<file path="src/rtl/vwb_port_sequencer_pkg.sv">
// Shared widths and helpers for the vector/scalar writeback port sequencer.
// Optional feature macro: VWB_HAZARD_QUERY_EN (see vwb_port_sequencer.sv).
package vwb_port_sequencer_pkg;

   localparam int DATA_W = 16;                 // lane / scalar data width
   localparam int LANES  = 4;                  // lanes per vector register
   localparam int VIDX_W = 6;                  // vector register index width
   localparam int SIDX_W = 4;                  // scalar register index width
   localparam int DEPTH  = 2;                  // vector queue entries (power of 2)
   localparam int LANE_W = $clog2(LANES);
   localparam int PTR_W  = $clog2(DEPTH);
   localparam int CNT_W  = $clog2(DEPTH + 1);

   // Index of the lowest set bit; a zero mask yields lane 0 (never used that way).
   function automatic logic [LANE_W-1:0] lowestSetLane(input logic [LANES-1:0] mask);
      lowestSetLane = '0;
      for (int k = LANES - 1; k >= 0; k--) begin
         if (mask[k]) lowestSetLane = LANE_W'(k);
      end
   endfunction

endpackage

</file>
<file path="src/rtl/vwb_vec_queue.sv">
// Circular buffer of pending vector writebacks {idx, residual mask, data}.
// The head's residual mask is rewritten as lanes drain; the entry pops with its last lane.
module vwb_vec_queue
   import vwb_port_sequencer_pkg::*;
(
   input  logic                      clk,
   input  logic                      rstN,
   input  logic                      push,
   input  logic [VIDX_W-1:0]         pushIdx,
   input  logic [LANES-1:0]          pushMask,
   input  logic [DATA_W*LANES-1:0]   pushData,
   input  logic                      pop,
   input  logic                      maskWe,
   input  logic [LANES-1:0]          maskNew,
   output logic [CNT_W-1:0]          count,
   output logic [VIDX_W-1:0]         headIdx,
   output logic [LANES-1:0]          headMask,
   output logic [DATA_W*LANES-1:0]   headData,
   output logic [DEPTH-1:0]          entryValid,
   output logic [DEPTH*VIDX_W-1:0]   entryIdx
);

   logic [VIDX_W-1:0]       idxQ  [DEPTH];
   logic [LANES-1:0]        maskQ [DEPTH];
   logic [DATA_W*LANES-1:0] dataQ [DEPTH];
   logic [PTR_W-1:0]        wrPtr;
   logic [PTR_W-1:0]        rdPtr;

   // Storage, pointers and occupancy; push never targets the head slot being popped.
   always_ff @(posedge clk or negedge rstN) begin
      if (!rstN) begin
         wrPtr      <= '0;
         rdPtr      <= '0;
         count      <= '0;
         entryValid <= '0;
         for (int i = 0; i < DEPTH; i++) begin
            idxQ[i]  <= '0;
            maskQ[i] <= '0;
            dataQ[i] <= '0;
         end
      end else begin
         if (push) begin
            idxQ[wrPtr]       <= pushIdx;
            maskQ[wrPtr]      <= pushMask;
            dataQ[wrPtr]      <= pushData;
            entryValid[wrPtr] <= 1'b1;
            wrPtr             <= wrPtr + 1'b1;
         end
         if (pop) begin
            entryValid[rdPtr] <= 1'b0;
            rdPtr             <= rdPtr + 1'b1;
         end else if (maskWe) begin
            maskQ[rdPtr] <= maskNew;
         end
         case ({push, pop})
            2'b10:   count <= count + 1'b1;
            2'b01:   count <= count - 1'b1;
            default: count <= count;
         endcase
      end
   end

   assign headIdx  = idxQ[rdPtr];
   assign headMask = maskQ[rdPtr];
   assign headData = dataQ[rdPtr];

   // Flatten per-entry indices for the hazard compare.
   always_comb begin
      entryIdx = '0;
      for (int i = 0; i < DEPTH; i++) begin
         entryIdx[i*VIDX_W +: VIDX_W] = idxQ[i];
      end
   end

endmodule

</file>
<file path="src/rtl/vwb_port_sequencer.sv">
// Arbitrates the single register-file write port between scalar writebacks and
// queued vector writebacks (drained one lane per cycle, lowest lane first).
// Optional feature macro: VWB_HAZARD_QUERY_EN -- exact per-index hazard query;
// when undefined O_QHit is the conservative O_Busy.
//
// Vector handshake: a transfer happens on a rising edge where I_VEnable and
// O_VReady are both high; O_VReady depends only on I_LOCK, reset and the
// registered queue count, never on I_VEnable. Scalar writes have no handshake
// and always win the port.
module vwb_port_sequencer
   import vwb_port_sequencer_pkg::*;
(
   input  logic                     I_CLOCK,
   input  logic                     I_RESET_N,
   input  logic                     I_LOCK,
   input  logic                     I_SEnable,
   input  logic [SIDX_W-1:0]        I_SRegIdx,
   input  logic [DATA_W-1:0]        I_SData,
   input  logic                     I_VEnable,
   input  logic [VIDX_W-1:0]        I_VRegIdx,
   input  logic [LANES-1:0]         I_VMask,
   input  logic [DATA_W*LANES-1:0]  I_VData,
   output logic                     O_VReady,
   output logic                     O_WrEnable,
   output logic                     O_WrIsVector,
   output logic [VIDX_W-1:0]        O_WrRegIdx,
   output logic [1:0]               O_WrLane,
   output logic [DATA_W-1:0]        O_WrData,
   output logic                     O_Busy,
   input  logic [VIDX_W-1:0]        I_QRegIdx,
   output logic                     O_QHit
);

   logic [CNT_W-1:0]         count;
   logic [VIDX_W-1:0]        headIdx;
   logic [LANES-1:0]         headMask;
   logic [DATA_W*LANES-1:0]  headData;
   logic [DEPTH-1:0]         entryValid;
   logic [DEPTH*VIDX_W-1:0]  entryIdx;
   logic                     qNotEmpty;
   logic                     push;
   logic                     pop;
   logic                     maskWe;
   logic                     issueScalar;
   logic                     issueVector;
   logic [LANE_W-1:0]        pickLane;
   logic [LANES-1:0]         residual;
   logic [DATA_W-1:0]        laneData;

   assign qNotEmpty = (count != '0);
   assign O_VReady  = I_RESET_N & I_LOCK & (count < CNT_W'(DEPTH));
   // An all-zero mask is consumed without occupying a queue slot.
   assign push      = I_VEnable & O_VReady & (I_VMask != '0);

   assign issueScalar = I_LOCK & I_SEnable;
   assign issueVector = I_LOCK & ~I_SEnable & qNotEmpty;
   assign pickLane    = lowestSetLane(headMask);
   assign residual    = headMask & ~(LANES'(1) << pickLane);
   assign pop         = issueVector & (residual == '0);
   assign maskWe      = issueVector & ~pop;

   // Select the data of the lane being issued from the head entry.
   always_comb begin
      laneData = headData[DATA_W*pickLane +: DATA_W];
   end

   vwb_vec_queue uQueue (
      .clk        (I_CLOCK),
      .rstN       (I_RESET_N),
      .push       (push),
      .pushIdx    (I_VRegIdx),
      .pushMask   (I_VMask),
      .pushData   (I_VData),
      .pop        (pop),
      .maskWe     (maskWe),
      .maskNew    (residual),
      .count      (count),
      .headIdx    (headIdx),
      .headMask   (headMask),
      .headData   (headData),
      .entryValid (entryValid),
      .entryIdx   (entryIdx)
   );

   // Registered write port: strobe every cycle, payload held while idle or frozen.
   always_ff @(posedge I_CLOCK or negedge I_RESET_N) begin
      if (!I_RESET_N) begin
         O_WrEnable   <= 1'b0;
         O_WrIsVector <= 1'b0;
         O_WrRegIdx   <= '0;
         O_WrLane     <= '0;
         O_WrData     <= '0;
      end else begin
         O_WrEnable <= issueScalar | issueVector;
         if (issueScalar) begin
            O_WrIsVector <= 1'b0;
            O_WrRegIdx   <= {{(VIDX_W-SIDX_W){1'b0}}, I_SRegIdx};
            O_WrLane     <= '0;
            O_WrData     <= I_SData;
         end else if (issueVector) begin
            O_WrIsVector <= 1'b1;
            O_WrRegIdx   <= headIdx;
            O_WrLane     <= pickLane;
            O_WrData     <= laneData;
         end
      end
   end

   assign O_Busy = qNotEmpty;

`ifdef VWB_HAZARD_QUERY_EN
   logic qHit;

   // Any valid queued entry targeting the queried vector register.
   always_comb begin
      qHit = 1'b0;
      for (int i = 0; i < DEPTH; i++) begin
         if (entryValid[i] && (entryIdx[i*VIDX_W +: VIDX_W] == I_QRegIdx)) qHit = 1'b1;
      end
   end

   assign O_QHit = qHit;
`else
   logic unusedQuery;

   assign O_QHit      = qNotEmpty;
   assign unusedQuery = ^{I_QRegIdx, entryValid, entryIdx};
`endif

endmodule

</file>
<file path="config.mk">
export PLATFORM = sky130hd
export DESIGN_NAME = vwb_port_sequencer
export DESIGN_NICKNAME = d
export VERILOG_FILES = /design/src/rtl/vwb_port_sequencer_pkg.sv /design/src/rtl/vwb_vec_queue.sv /design/src/rtl/vwb_port_sequencer.sv
export SDC_FILE = /design/constraint.sdc
export NUM_CORES = 1
export LEC_CHECK = 0
export ABC_AREA = 1
export CAP_MARGIN = 20
export CORE_UTILIZATION = 49
export DETAILED_ROUTE_END_ITERATION = 10
export PLACE_DENSITY = 0.76
export SYNTH_ARGS = -nofsm -noshare
export SYNTH_HDL_FRONTEND = slang
export SYNTH_SLANG_ARGS = --single-unit
</file>
<file path="constraint.sdc">
create_clock -name I_CLOCK -period 2 [get_ports I_CLOCK]
set_input_delay 0.2 -clock I_CLOCK [delete_from_list [all_inputs] [get_ports I_CLOCK]]
set_output_delay 0.2 -clock I_CLOCK [all_outputs]
set_load 0.01 [all_outputs]
</file>
==> qor.txt, run 1 <==
outcome - finished with violations
violated checks - negative hold slack
min-delay worst type - in2async
hpwl dp - 15.18 mm
Pint - 10750 µW
minimum clock period - 1966 ps
Post-route DRC - 0
Antenna diodes - 0
pin count of the biggest net entering global routing - 179
Fin Hold WS - -50.04 ps
max cap viols - 0
Combinational Power Share - 47.2%
dpl cells - 1346
clock slew at reported path FFs - 70 ps
Synth cell types - 31
I/O pin count - 134
r2r endpoint - uQueue.count[1]
syn nets - 1105
Vias/cell - 5.227
layout cells sized above 1 - 17.59%
Chip Height - 135.7 µm
M3 GR Usage - 3.591%
post-route ant nets - 0
part of the cycle the worst path needs - 98.29%
area of the core - 17360 µm²
register area share after synthesis - 50.85%
FFs w/ async S/R, synth - 100.0%
die area - 18420 µm²
Critical Path AT - 2290 ps
Skew-Pair Late Insertion Delay - 440 ps
Setup violations, final - 0
row cnt - 48
# fillers - 1392
Slew @ Worst Pin - 957.2 ps
Mapped Cells - 999
Pins Over Slew Limit - 0
kind of end point of the critical path - flip-flop
CTS tree - built
commonest non-fill, non-tap cells in the layout - 373 x nand2_1, 177 x dfrtp_1, 126 x clkdlybuf4s50_1, 72 x nor2_1, 64 x mux2_2
clk_skew - 9.661 ps
largest vdd supply drop - 0.001090 V
GR Util met1 - 36.47%
Clk pwr share - 18.5%
Post-synth EDFFs - 0
H-tree depth - 4
top_reg_cell synth - dfrtp_1
CP Class - reg2reg
total grt overflow - 0
CP startpoint kind - flip-flop
CTS root buffer - clkbuf_16
drt pass-1 iters - 5
Longest Clk Path Bufs - 2
Die X-Extent - 135.7 µm
Initial DRC Count - 758
Port Buf Inserts - 127
Final Cell Area - 11260 µm²
Net count, final - 1253
fin worst setup slack - 34.17 ps
synthesized flop and latch total - 178
P&R area growth vs syn - 28.54%
FF-to-FF path depth - 11
Final Hold Vio Count - 80
Placer Congestion - 0.8260
Slew HR - 36.18%
WL/cell - 16.31 µm
flop2flop setup slack - 30 ps
Leakage Power - 0.005509 µW
TritonCTS Buffers - 17
met2 Use GR - 40.14%
commonest non-fill, non-tap cell in the layout - nand2_1
WL final - 22.59 mm
Reg area - 4458 µm²
Power per Cell Area - 1590 nW/µm²
first-pass GRT wire length - 36.11 mm
gr busiest metal - met2
RR Startpoint - uQueue.rdPtr
Yosys warning total - 0
worst slack, placed - -85.49 ps
Non-Filler Instances - 1385
Initial Util - 50.47%
switching share of power - 39.94%
clock sink count - 178
Flop pwr share - 34.3%
footprint of the multi-input gates - 3941 µm²
Req. time, crit path - 2320 ps
vias in the first global route - 7020
Mapped Area - 8760 µm²
RSZ-0062 raised after global routing - yes
fmax - 0.5087 GHz
initial antenna violation count - 0
Cell Area, Placed - 10440 µm²
Critical Path End - uQueue.count[1]
CP Max Fanout - 5
CP startpoint - uQueue.rdPtr
GRT Overall Usage - 25.82%
syn_area_per_cell - 8.768 µm²
sw power - 7150 µW
DR vias - 7240
cells in the mapped netlist, types with 5 or more instances:
cell type / count / area share, %
nand2_1: 380 / 16
dfrtp_1: 178 / 51
nor2_1: 74 / 3.2
mux2_2: 64 / 8.2
o21ai_0: 63 / 3.6
nand3_1: 57 / 3.3
inv_1: 33 / 1.4
mux2i_1: 33 / 3.8
a21boi_0: 17 / 1.5
buf_2: 15 / 0.86
buf_4: 15 / 1.3
clkbuf_1: 13 / 0.56
nand2_2: 10 / 0.71
buf_6: 9 / 1.2
mux2_1: 6 / 0.77
a21oi_1: 5 / 0.29
inv_2: 5 / 0.21
stage by stage:
| stage | utilization (%) | setup TNS (ps) | total power, µW |
|---|---|---|---|
| after CTS | 63.61 | -13.29 | 17210 |
| after detailed placement | 60.12 | -1786 | 13800 |
| after global placement | 60.12 | -333.4 | 13570 |
| after global routing | 64.87 | -72.18 | 19110 |
| after floorplan | - | 0 | 10910 |
| final | 64.87 | 0 | 17900 |
worst max-delay path: stages (launching register included):
cell and delay, ps:
dfrtp_4 490, buf_12 140, nand2_1 90, nand2_4 70
buf_4 160, a21oi_2 140, nand2_2 90, nor2_4 110
ha_4 220, a21oi_2 110, o21ai_1 90, xor2_1 150
power groups by stage:
stage	logic (µW)	clock network, µW	registers (µW)
detailed placement	7620	0	6180
floorplan	4860	0	6050
global placement	7450	0	6120
finish	8450	3320	6130
global route	9290	3510	6310
CTS	7710	3350	6150
final cells by class:
type / count / share of cell area [%]
Multi-Input combinational cell: 727 / 35.00
Clock inverter: 14 / 1.278
Clock buffer: 18 / 3.900
Inverter: 40 / 1.422
Sequential cell: 178 / 39.59
Timing Repair Buffer: 183 / 16.30
Tap cell: 225 / 2.500
per-layer routing:
layer	up-vias	part of all wire [%]
met2	264	47
met1	3445	45
met4	0	2.2
li1	3495	-
met3	36	5.9
met5	-	0
cell families (layout without fill, tap and decap cells):
logic type / Yosys count / in the layout / synth area share [%]
buf+inv: 94 / 255 / 5.685
flops: 178 / 178 / 50.85
compound gates: 89 / 89 / 5.642
xor+xnor: 2 / 2 / 0.2000
mux: 103 / 103 / 12.77
simple gates: 532 / 532 / 24.71
fa+ha+maj: 1 / 1 / 0.1428
what timing repair did:
action	CTS	global route
setup endpoints to repair	13	15
gates resized for setup	5	31
cloned	0	1
pin swaps	0	9
buffers inserted	0	6
hold buffers	0	0
sequential cells by signal, indices dropped and copies added, names as in the netlist:
name,flops
uQueue.rdPtr,1
uQueue.entryIdx,12
uQueue.count,2
O_WrRegIdx,6
O_WrEnable,1
O_WrLane,2
uQueue.dataQ,128
uQueue.wrPtr,1
uQueue.maskQ,8
O_WrData,16
O_WrIsVector,1
worst min-delay path by stage:
| stage | startpoint | to | slack (ps) |
|---|---|---|---|
| after floorplan | I_RESET_N | O_WrData[0] | -100 |
| after global placement | uQueue.dataQ[95] | uQueue.dataQ[95] | 450 |
| after detailed placement | uQueue.dataQ[94] | uQueue.dataQ[94] | 460 |
| after CTS | I_RESET_N | O_WrRegIdx[2] | 10 |
| after global routing | I_RESET_N | O_WrRegIdx[5] | 50 |
| final | I_RESET_N | O_WrRegIdx[2] | -50 |
(Power assumes the default switching activity.)
==> run 2: changes to the inputs <==
--- a/config.mk
+++ b/config.mk
@@ -6,7 +6,7 @@
 export NUM_CORES = 1
 export LEC_CHECK = 0
 export ABC_AREA = 1
-export CAP_MARGIN = 20
+export CAP_MARGIN = 10
 export CORE_UTILIZATION = 49
 export DETAILED_ROUTE_END_ITERATION = 10
 export PLACE_DENSITY = 0.76
==> results of run 2 <==
Same layout as run 1: the final DEF is identical, and so are final timing and power.
==> run 3: changes to the inputs <==
--- a/config.mk
+++ b/config.mk
@@ -9,7 +9,7 @@
 export CAP_MARGIN = 10
 export CORE_UTILIZATION = 49
 export DETAILED_ROUTE_END_ITERATION = 10
-export PLACE_DENSITY = 0.76
+export PLACE_DENSITY_LB_ADDON = 0.05
 export SYNTH_ARGS = -nofsm -noshare
 export SYNTH_HDL_FRONTEND = slang
 export SYNTH_SLANG_ARGS = --single-unit
==> run 3 against run 2 <==
  * Maximum frequency rose by 1.8%
  * Utilization grew 0.65 points
  * Combinational power decreased by 3.8%
  * Flip-flop and latch count is the same
  * Clock-buffer cell count is the same
  * First-iteration DRC count is 47% lower
  * Critical endpoint unchanged
  * Critical path depth grew 1
  * Power fell by 2.4%
  * The run still ends with negative hold slack left
==> qor.txt, run 3 (same netlist as run 1, synthesis figures left out) <==
outcome - finished with violations
violated checks - negative hold slack
area of the core - 17360 µm² (unchanged)
Skew-Pair Late Insertion Delay - 430 ps (about the same)
Fin Hold WS - -148.5 ps (-98.42 ps)
WL/cell - 16.33 µm (+0.13%)
switching share of power - 39.16% (-0.78 points)
CTS root buffer - clkbuf_16
kind of end point of the critical path - flip-flop
min-delay worst type - in2async
CP startpoint kind - flip-flop
Chip Height - 135.7 µm (unchanged)
Port Buf Inserts - 127 (unchanged)
pin count of the biggest net entering global routing - 179 (unchanged)
first-pass GRT wire length - 36.00 mm (-0.32%)
Critical Path End - uQueue.count[1]
Slew @ Worst Pin - 1082 ps (+125.1 ps)
CP peak stage delay - 550 ps (+60 ps)
H-tree depth - 4 (unchanged)
Longest Clk Path Bufs - 2 (unchanged)
Clk pwr share - 18.3% (-0.2 points)
die area - 18420 µm² (unchanged)
Antenna diodes - 0 (unchanged)
Initial DRC Count - 401 (-47%)
Cell Area, Placed - 10730 µm² (+2.8%)
CP Class - reg2reg
clock slew at reported path FFs - 70 ps (about the same)
vias in the first global route - 6652 (-5.2%)
Critical Path AT - 2240 ps (-50 ps)
CP startpoint - uQueue.rdPtr
Req. time, crit path - 2310 ps (about the same)
Top reg by flops - uQueue.dataQ
drt pass-1 iters - 5 (unchanged)
Initial Util - 50.47% (unchanged)
max FFs per register - 128 (unchanged)
Final Cell Area - 11370 µm² (+1.0%)
RSZ-0062 raised after global routing - yes
flop2flop setup slack - 70 ps (+30 ps)
Net count, final - 1272 (+1.5%)
most frequent CP cell - nand2_2
Pins Over Slew Limit - 0 (unchanged)
Power per Cell Area - 1537 nW/µm² (-3.3%)
Cell Chain, Critical Path - buf_6 -> nand2_2 -> nand2_2 -> nor2_4 -> nand2_1 -> nand2_1 -> nand2_2 -> nor2_4 -> ha_4 -> a21oi_2 -> o21ai_1 -> xor2_1
P&R area growth vs syn - 29.82%
minimum clock period - 1931 ps (-34.87 ps)
Final Hold Vio Count - 39 (-51%)
Vias/cell - 5.119 (-2.1%)
RR Startpoint - uQueue.rdPtr
FF-to-FF path depth - 12 (+1)
sw power - 6843 µW (-4.3%)
total grt overflow - 0 (unchanged)
# fillers - 1508 (+8.3%)
Slew HR - 27.84% (-8.3 points)
Pint - 10630 µW (-1.1%)
Post-route DRC - 0 (unchanged)
I/O pin count - 134 (unchanged)
DR vias - 7187 (-0.73%)
clock sink count - 178 (unchanged)
part of the cycle the worst path needs - 96.55% (-1.7 points)
layout cells sized above 1 - 17.56% (-0.029 points)
Flop pwr share - 35.2% (+0.9 points)
WL final - 22.93 mm (+1.5%)
commonest non-fill, non-tap cells in the layout - 376 x nand2_1, 177 x dfrtp_1, 126 x clkdlybuf4s50_1, 73 x nor2_1, 64 x mux2_2
GRT Overall Usage - 25.89% (+0.072 points)
CTS tree - built
slowest cell on the critical path - dfrtp_4
r2r endpoint - uQueue.count[1]
initial antenna violation count - 0 (unchanged)
max cap viols - 0 (unchanged)
Leakage Power - 0.005587 µW (+1.4%)
Combinational Power Share - 46.5% (-0.7 points)
commonest non-fill, non-tap cell in the layout - nand2_1
TritonCTS Buffers - 17 (unchanged)
clk_skew - 12.21 ps (+2.545 ps)
CP Max Fanout - 8 (+3)
final core utilization - 65.52% (+0.65 points)
largest vdd supply drop - 0.0007821 V (-28%)
Placer Congestion - 0.7930 (-4.0%)
row cnt - 48 (unchanged)
Die X-Extent - 135.7 µm (unchanged)
hpwl dp - 15.88 mm (+4.6%)
post-route ant nets - 0 (unchanged)
Setup violations, final - 0 (unchanged)
fmax - 0.5179 GHz (+1.8%)
[run 3: changes by cell type in the layout (fill, tap and decap cells not counted), moves of 8 or more]
cell	previous run	this run
buf_12	9	17
nand3_2	11	0
nand3_1	46	57
buf_4	42	54
[run 3: metrics by stage]
stage	instances	hold slack (ps)	setup WS, ps	power (µW)	setup TNS (ps)
floorplan	999	-95.59	46.43	10910	0
global placement	1368	447.4	-21.97	13910	-1016
detailed placement	1368	453.9	-37.86	14100	-1522
CTS	1401	15.27	28.22	17420	0
global route	1404	27.62	-21.88	18710	-38.65
finish	1404	-148.5	69.03	17480	0
[run 3: final cells by class]
cell class                      count  area [µm²]  area share (%)
Clock inverter                     14       127.6           1.122
Multi-Input combinational cell    727        3855           33.90
Sequential cell                   178        4458           39.20
Inverter                           40       157.7           1.386
Timing Repair Buffer              202        2063           18.14
Tap cell                          225       281.5           2.476
Clock buffer                       18       429.2           3.774
[run 3: critical path: cells and delay by family, from the launching register on]
family	cells	cell delay [ps]
buf+inv	1	150
xor+xnor	1	140
compound gates	2	190
simple gates	7	580
flops	1	550
fa+ha+maj	1	220
[run 3: power by group through the flow]
stage | Combinational [µW] | Clock (µW) | Sequential, µW
floorplan | 4860 | 0 | 6050
global placement | 7800 | 0 | 6110
detailed placement | 7940 | 0 | 6170
CTS | 8030 | 3270 | 6120
global route | 8960 | 3410 | 6330
finish | 8130 | 3210 | 6150
[run 3: how the worst min path moves through the flow]
| stage | end | slack [ps] | startpoint | cells after the start |
|---|---|---|---|---|
| finish | uQueue.count[1] | -150 | I_RESET_N | 2 |
| global route | uQueue.count[1] | 30 | I_RESET_N | 2 |
| CTS | uQueue.count[0] | 20 | I_RESET_N | 2 |
| detailed placement | uQueue.dataQ[84] | 450 | uQueue.dataQ[84] | 2 |
| global placement | uQueue.dataQ[91] | 450 | uQueue.dataQ[91] | 2 |
| floorplan | O_WrData[0] | -100 | I_RESET_N | 0 |
[run 3: timing repair]
item                       CTS  global route
setup endpoints to repair    1             4
hold buffers                 0             0
pin swaps                    0             4
gates resized for setup      4            13
buffers inserted             1             3
[run 3: metal layers]
layer | global-route usage [%] | up-vias | routed length, µm | part of all wire, %
met4 | 5.306 | 0 | 191 | 0.83
li1 | - | 3541 | - | -
met5 | 0 | - | 0 | 0
met1 | 38.99 | 3465 | 11390 | 50
met2 | 38.78 | 168 | 10390 | 45
met3 | 4.714 | 13 | 959 | 4.2
